<file path="src/rtl/delay_timer_bank.sv">
// Bank of NCH independent programmable delay timers. Each channel counts up to its
// own period and pulses sig for one cycle, in either periodic or one-shot mode.
module delay_timer_bank #(
  parameter int NCH   = 4,
  parameter int CBITS = 14,
  parameter int N_DEF = 10000,
  parameter int CHW   = (NCH > 1) ? $clog2(NCH) : 1
) (
  input  logic             clk,
  input  logic             rst,
  input  logic             cfg_we,
  input  logic [CHW-1:0]   cfg_ch,
  input  logic [CBITS-1:0] cfg_period,
  input  logic             cfg_oneshot,
  input  logic [NCH-1:0]   start,
  input  logic [NCH-1:0]   stop,
  output logic [NCH-1:0]   sig,
  output logic [NCH-1:0]   flg,
  output logic [NCH-1:0]   err,
  output logic             busy
);

  // state   | meaning
  // IDLE    | channel halted, cnt held at 0
  // RUN     | counting 0..P_a, pulse sig on the edge after cnt == P_a
  localparam logic [0:0] ST_IDLE = 1'b0;
  localparam logic [0:0] ST_RUN  = 1'b1;

  logic [NCH-1:0]   state;
  logic [CBITS-1:0] cnt [NCH];
  logic [CBITS-1:0] p_a [NCH];
  logic [CBITS-1:0] p_s [NCH];
  logic [NCH-1:0]   m_a, m_s, pend;
  logic [NCH-1:0]   wr, tc, apply, run_nxt;

  assign flg = state;

  always_comb begin
    wr      = '0;
    tc      = '0;
    apply   = '0;
    run_nxt = '0;
    for (int i = 0; i < NCH; i++) begin
      wr[i]    = cfg_we && (cfg_ch == CHW'(i));
      tc[i]    = (state[i] == ST_RUN) && (cnt[i] == p_a[i]);
      // The shadow config becomes active at a wrap or a (re)start; stop cancels both.
      apply[i] = !stop[i] && (start[i] || tc[i]);
      if (stop[i])
        run_nxt[i] = ST_IDLE;
      else if (start[i])
        run_nxt[i] = ST_RUN;
      else if (tc[i] && m_a[i])
        run_nxt[i] = ST_IDLE;
      else
        run_nxt[i] = state[i];
    end
  end

  always_ff @(posedge clk or negedge rst) begin
    if (!rst) begin
      state <= '0;
      sig   <= '0;
      err   <= '0;
      busy  <= 1'b0;
      m_a   <= '0;
      m_s   <= '0;
      pend  <= '0;
      for (int i = 0; i < NCH; i++) begin
        cnt[i] <= '0;
        p_a[i] <= CBITS'(N_DEF);
        p_s[i] <= CBITS'(N_DEF);
      end
    end else begin
      state <= run_nxt;
      busy  <= |run_nxt;
      sig   <= tc & ~start & ~stop;
      for (int i = 0; i < NCH; i++) begin
        if (stop[i] || start[i] || tc[i])
          cnt[i] <= '0;
        else if (state[i] == ST_RUN)
          cnt[i] <= cnt[i] + CBITS'(1);

        // A write that coincides with a start or wrap takes effect for the coming run.
        if (wr[i]) begin
          p_s[i] <= cfg_period;
          m_s[i] <= cfg_oneshot;
          if ((state[i] == ST_IDLE) || apply[i]) begin
            p_a[i]  <= cfg_period;
            m_a[i]  <= cfg_oneshot;
            pend[i] <= 1'b0;
          end else begin
            pend[i] <= 1'b1;
          end
        end else if (apply[i] && pend[i]) begin
          p_a[i]  <= p_s[i];
          m_a[i]  <= m_s[i];
          pend[i] <= 1'b0;
        end

        if (wr[i])
          err[i] <= 1'b0;
        else if ((state[i] == ST_RUN) && (cnt[i] > p_a[i]))
          err[i] <= 1'b1;
      end
    end
  end

endmodule
</file>
<file path="config.mk">
export PLATFORM = sky130hd
export DESIGN_NAME = delay_timer_bank
export DESIGN_NICKNAME = d
export VERILOG_FILES = /design/src/rtl/delay_timer_bank.sv
export SDC_FILE = /design/constraint.sdc
export NUM_CORES = 1
export LEC_CHECK = 0
export ABC_AREA = 1
export BUFFER_PORTS_ARGS = -buffer_cell sky130_fd_sc_hd__buf_2
export CAP_MARGIN = 20
export CELL_PAD_IN_SITES_DETAIL_PLACEMENT = 0
export CELL_PAD_IN_SITES_GLOBAL_PLACEMENT = 1
export CORE_AREA = 2 2 195 197
export DETAILED_ROUTE_END_ITERATION = 12
export DIE_AREA = 0 0 197 199
export GPL_ROUTABILITY_DRIVEN = 0
export GPL_TIMING_DRIVEN = 0
export PLACE_DENSITY_LB_ADDON = 0.1
export RECOVER_POWER = 50
export SYNTH_ARGS = -nofsm -noshare
export SYNTH_HDL_FRONTEND = slang
export SYNTH_SLANG_ARGS = --single-unit
</file>
<file path="constraint.sdc">
create_clock -name clk -period 2.3 [get_ports clk]
set_input_delay 0.345 -clock clk [delete_from_list [all_inputs] [get_ports clk]]
set_output_delay 0.345 -clock clk [all_outputs]
set_load 0.05 [all_outputs]
</file>
Word level (Yosys, flattened, before mapping). Index checks and enable logic that the tools add are counted.

Register bits: 193. Bits in latches: 0. Bits in writable memories: 0. Bits in read-only memories: 0. Input bits: 28. Logic and storage cells: 184. Memories kept: 0.

Add/subtract/negate cells: 4. $mul: 0. Div/mod/pow operators: 0. Magnitude comparators: 4. Eq/ne operators: 11. Shifts and indexed selects: 0. Multiplexer cells: 64. Bitwise operators: 8. Reduce and logical (&&, ||, !) cells: 62.

Operators by type and width (count): $mux W14 (20); $add A14 B1 Y14 const B (4); $eq A14 B14 Y1 (4); $gt A14 B14 Y1 (4); $mux W1 (44); $logic_and A1 B1 Y1 (24); $reduce_bool A2 Y1 (12); $logic_or A1 B1 Y1 (16); $and A4 B4 Y4 (2); $ne A2 B1 Y1 const B (4); $not A4 Y4 (2); $reduce_and A2 Y1 (4); $eq A2 B2 Y1 const B (2); $logic_not A1 Y1 (4); $not A1 Y1 (4); $reduce_or A4 Y1 (1); $eq A2 B1 Y1 const B (1); $logic_not A2 Y1 (1).

Depth between registers and ports, before layout.
Word-level depth: 7. Gate-level depth with buffers: 14. Depth with buffers taken out: 13.

Worst setup path before layout. No wires, ideal clock.

Path kind: register to register. From: register p_a[41] in the netlist's numbering. To: register m_a[1]. Arrival: 1757 ps. Required time: 2184 ps. Path slack: 427 ps. Stages on the path, launching flop included: 15. Buffers on the path: 1. Period minus slack after synthesis: 1873 ps. Cells stage by stage: dfstp_2 > inv_1 > ha_1 > nand2_1 > inv_2 > nand2_2 > nor2_4 > nand3_2 > nand2_1 > nand2_1 > nand2_2 > nand2_4 > buf_6 > nand2_1 > nand2_1.

Longest elaborated chain between the ends: 7.

RTL lines: from (decl) (line 31) `logic [CBITS-1:0] p_a [NCH];`; from (signal, indexed assignment) (line 70) `p_a[i] <= CBITS'(N_DEF);`; from (signal, indexed assignment) (line 88) `p_a[i] <= cfg_period;`; from (signal, indexed assignment) (line 95) `p_a[i] <= p_s[i];`; $eq A14 B14 Y1 (*) (line 45) `tc[i] = (state[i] == ST_RUN) && (cnt[i] == p_a[i]);`; $logic_and A1 B1 Y1 (*) (line 45); $logic_or A1 B1 Y1 (*) (line 47) `apply[i] = !stop[i] && (start[i] || tc[i]);`; $logic_and A1 B1 Y1 (*) (line 47); $logic_or A1 B1 Y1 / $logic_and A1 B1 Y1 (equally long branches) (line 87, 94); $ne A2 B1 Y1 (no line) / $reduce_bool A2 Y1 (equally long branches); $reduce_and A2 Y1 (no line) (*); to (signal, indexed assignment) (line 89) `m_a[i] <= cfg_oneshot;`; to (signal, indexed assignment) (line 96) `m_a[i] <= m_s[i];`; to (decl) (line 33) `logic [NCH-1:0] m_a, m_s, pend;`.

Every way passes the cells marked *; elsewhere a longest branch is shown, timed or not. A chain may end at the register's enable or synchronous reset.

Final worst setup path.
From: register p_a[55] in the netlist's numbering. To: register p_a[53] in the netlist's numbering.

Longest elaborated chain between the ends: 7.

RTL lines (line): $eq A14 B14 Y1 (*) (45); $logic_and A1 B1 Y1 (*) (45); $logic_or A1 B1 Y1 (*) (47); $logic_and A1 B1 Y1 (*) (47); $logic_or A1 B1 Y1 / $logic_and A1 B1 Y1 (equally long branches) (87, 94); $ne A2 B1 Y1 (no line) / $reduce_bool A2 Y1 (equally long branches); $reduce_and A2 Y1 (no line) (*).

Marks and branches as above.

==> summary.md <==
| Metric | Value |
|---|---|
| Synthesized Nets | 1301 |
| DRT Wirelength | 26550 µm |
| Core Footprint | ~37000 µm² |
| CP Data Arrival Time | 2450 ps |
| DRT met1 WL | roughly 13000 µm |
| Slowest cell on crit path | dfstp_2 |
| Seq cells post-synth | approximately 190 |
| Total grt overflow | 0 |
| WL per Instance | between 10 and 15 µm |
| Share of the synthesized area in the top cell type | 0.3735 |
| Pre-Repair DR Iteration Count | 4 |
| Placed Cells | between 1500 and 2000 |
| Failing checks | capacitance limit, slew limit |
| Register area | 4880 µm² |
| Clock-pin slew on the worst setup and hold paths | around 80 ps |
| Worst rel slew slack | -0.07177 |
| Commonest cells in the synthesized netlist | nand2_1 (313), dfrtp_1 (153), inv_1 (150) |
| Filler Cells Inserted | 4015 |
| CP Cell Sequence | inv_1 > ha_1 > nand2_1 > inv_2 > nand2_2 > nor2_4 > nand3_2 > nand2_2 > nand3_2 > nand2_4 > nand2_4 > buf_6 > nand2_1 > nand2_1 |
| Initial antenna violation count | 0 |
| Synth unique cells | 37 |
| DR WL met3 | ~630 µm |
| Syn Inst Count | between 1000 and 1500 |
| EDFF count, synth | 0 |
| 1st-iter DRT viols | ~320 |
| Post-synth ARST share | 1.000 |
| Measured slew at the worst slew-check pin | around 1600 ps |
| DRC viols | 0 |
| Worst-case clock buffer depth | 2 |
| Ys flop type | dfrtp_1 |
| Cell with the most instances after synthesis | nand2_1 |
| Area grow syn2layout | 14.71% |
| Hold Slack | approximately 55 ps |
| Slew Viols, Final | between 100 and 150 |
| Largest net degree at the start of global routing | between 100 and 150 |
| DRT antenna net count | 0 |
| Fin nets | 1375 |
| Fraction of layout instances using a drive strength above 1 | 0.1915 |
| Num ports | a little over 40 |
| Final Setup Violations | 0 |
| Delay of the slowest critical-path stage | approximately 530 ps |
| Clk root buf | clkbuf_16 |
| Setup crit end kind | flip-flop |
| Top post-synthesis cells by area | dfrtp_1 (37%), nand2_1 (11%), dfstp_2 (10%) |
| Unrepaired setup endpoints after global routing | yes |
| CP startpoint kind | flip-flop |
| Register area share after synthesis | 0.4761 |
| # hold bufs at CTS | 0 |
| Critical path class | reg -> reg |
| Worst skew pair latency | 450 ps |
| Initial core utilization | 0.2760 |
| Mapped cell area | 10250 µm² |
| Max Freq | approximately 470 MHz |
| Total power | 9.622 mW |
| Status | finished with violations |
| Vias in the first global route | just over 8000 |
| Global-route wire length before repair | about 44000 µm |
| Final HPWL DP | roughly 20000 µm |
| Worst hold path class | in -> reg |
| Global Route Usage Sum | 0.1463 |
| Diode count | 0 |
| Sink Count | roughly 190 |
| Cell area power density | about 820 nW/µm² |
| Most common cell on crit path | nand2_1 |
| Worst Path Max Fanout | 10 |
| Vias per inst | around 4.4 |
| Clk_skew | around 12 ps |
| Uppermost layer routed | met4 |
| Met2 wire length | 12280 µm |
| DIE HEIGHT | between 150 and 200 µm |
| Area of the multi-input gates | around 4500 µm² |
| Cell taking the most area after synthesis | dfrtp_1 |
| H-tree depth | 4 |
| Req. time, crit path | around 2600 ps |
| Final Hold Viols | 0 |
| Port Buffers | 40 |
| Fin cells | around 1800 |
| Synth Warn # | 0 |
| Max Cap Viol | 1 |
| Post-layout min period | ~2100 ps |
| Tcrit/Tclk final | 0.9214 |
| Row count | about 70 |
| Max IR drop VDD | 0.0004329 V |
| LEAKAGE | approximately 5.9 nW |
| Vias | just under 8000 |
| TritonCTS Buffers | 17 |
| CTS tree | built |
| Die area | around 39000 µm² |
| Syn_area_per_cell | about 8.4 µm² |
| Die width | about 200 µm |
[worst max-delay path: cells and delay by family (launching register included)]
kind,cells,cell delay [ps]
simple gates,10,950
fa+ha+maj,1,280
flops,1,530
buf+inv,3,240
[metal layers]
layer | up-vias | GRT usage
met5 | - | 0
met4 | 0 | 0.04288
met3 | 17 | 0.02102
met2 | 56 | 0.2391
met1 | 3627 | 0.2012
li1 | 4023 | -
[sequential cells by signal, summed over array words and instances (netlist names)]
signal / flops
err: 4
flg: 4
m_a: 4
m_s: 4
cnt: 56
p_s: 56
busy: 1
p_a: 56
sig: 4
pend: 4
[through the flow]
stage | area (µm²) | utilization | TNS [ps] | setup slack [ps]
after floorplan | 10250 | - | 0 | 426.7
after global placement | 11040 | 0.2974 | -500410 | -2903
after detailed placement | 11080 | 0.2984 | 0 | 113.6
after CTS | 11680 | 0.3146 | 0 | 92.65
after global routing | 11760 | 0.3166 | -10.12 | -10.12
final | 11760 | 0.3166 | 0 | 180.7
[layout by cell type, fill, tap and decap left out, drive strengths merged]
master and n:
nand2 344, inv 175, dfrtp 153, nand3 112, o21ai 95, nor2 94
buf 72, ha 60, a21oi 44, dfstp 40, nor3 35, clkbuf 29
xor2 11, clkinv 10, nand4 8, o21bai 4, clkinvlp 3, nor4 3
xnor2 2, bufinv 2, o31ai 1, o21a 1, and3 1, nor3b 1
[worst paths after layout]
| path | from | end | slack [ps] | depth (start not counted) |
|---|---|---|---|---|
| worst max-delay path | p_a[55] | p_a[53] | 180 | 14 |
| worst min-delay path | stop[2] | sig[2] | 60 | 2 |
| worst max register to register | p_a[55] | p_a[53] | 180 | 14 |
| worst min register to register | p_a[55] | p_a[55] | 460 | 2 |
| max in group asynchronous | rst | cnt[42] | 370 | 2 |
| min in group asynchronous | rst | cnt[37] | 280 | 1 |
[final cells by class]
cell class | count | area share
multi-input cells | 816 | 0.3824
clock buffers | 20 | 0.03969
inverters | 178 | 0.05715
well taps | 474 | 0.05044
repair buffers | 55 | 0.02703
flip-flops and latches | 193 | 0.4150
clock inverters | 12 | 0.01139
plain buffers | 26 | 0.01692
[report_power, final]
group | switching [mW] | internal, mW
sequential | 0.276 | 4.04
combinational | 1.45 | 0.735
clock | 1.43 | 1.69
[cells by family (layout without fill, tap and decap cells)]
family	after synthesis	in the layout	synth area share
buf+inv	204	291	0.08496
flops	193	193	0.4761
xor+xnor	13	13	0.01111
simple gates	598	598	0.2725
compound gates	145	145	0.08215
fa+ha+maj	60	60	0.07324
[what timing repair did]
item / 4_1_cts / 5_1_grt
buffers inserted: 0 / 14
setup endpoints to repair: 0 / 31
resized for setup: 0 / 11
(Power assumes the default switching activity.)
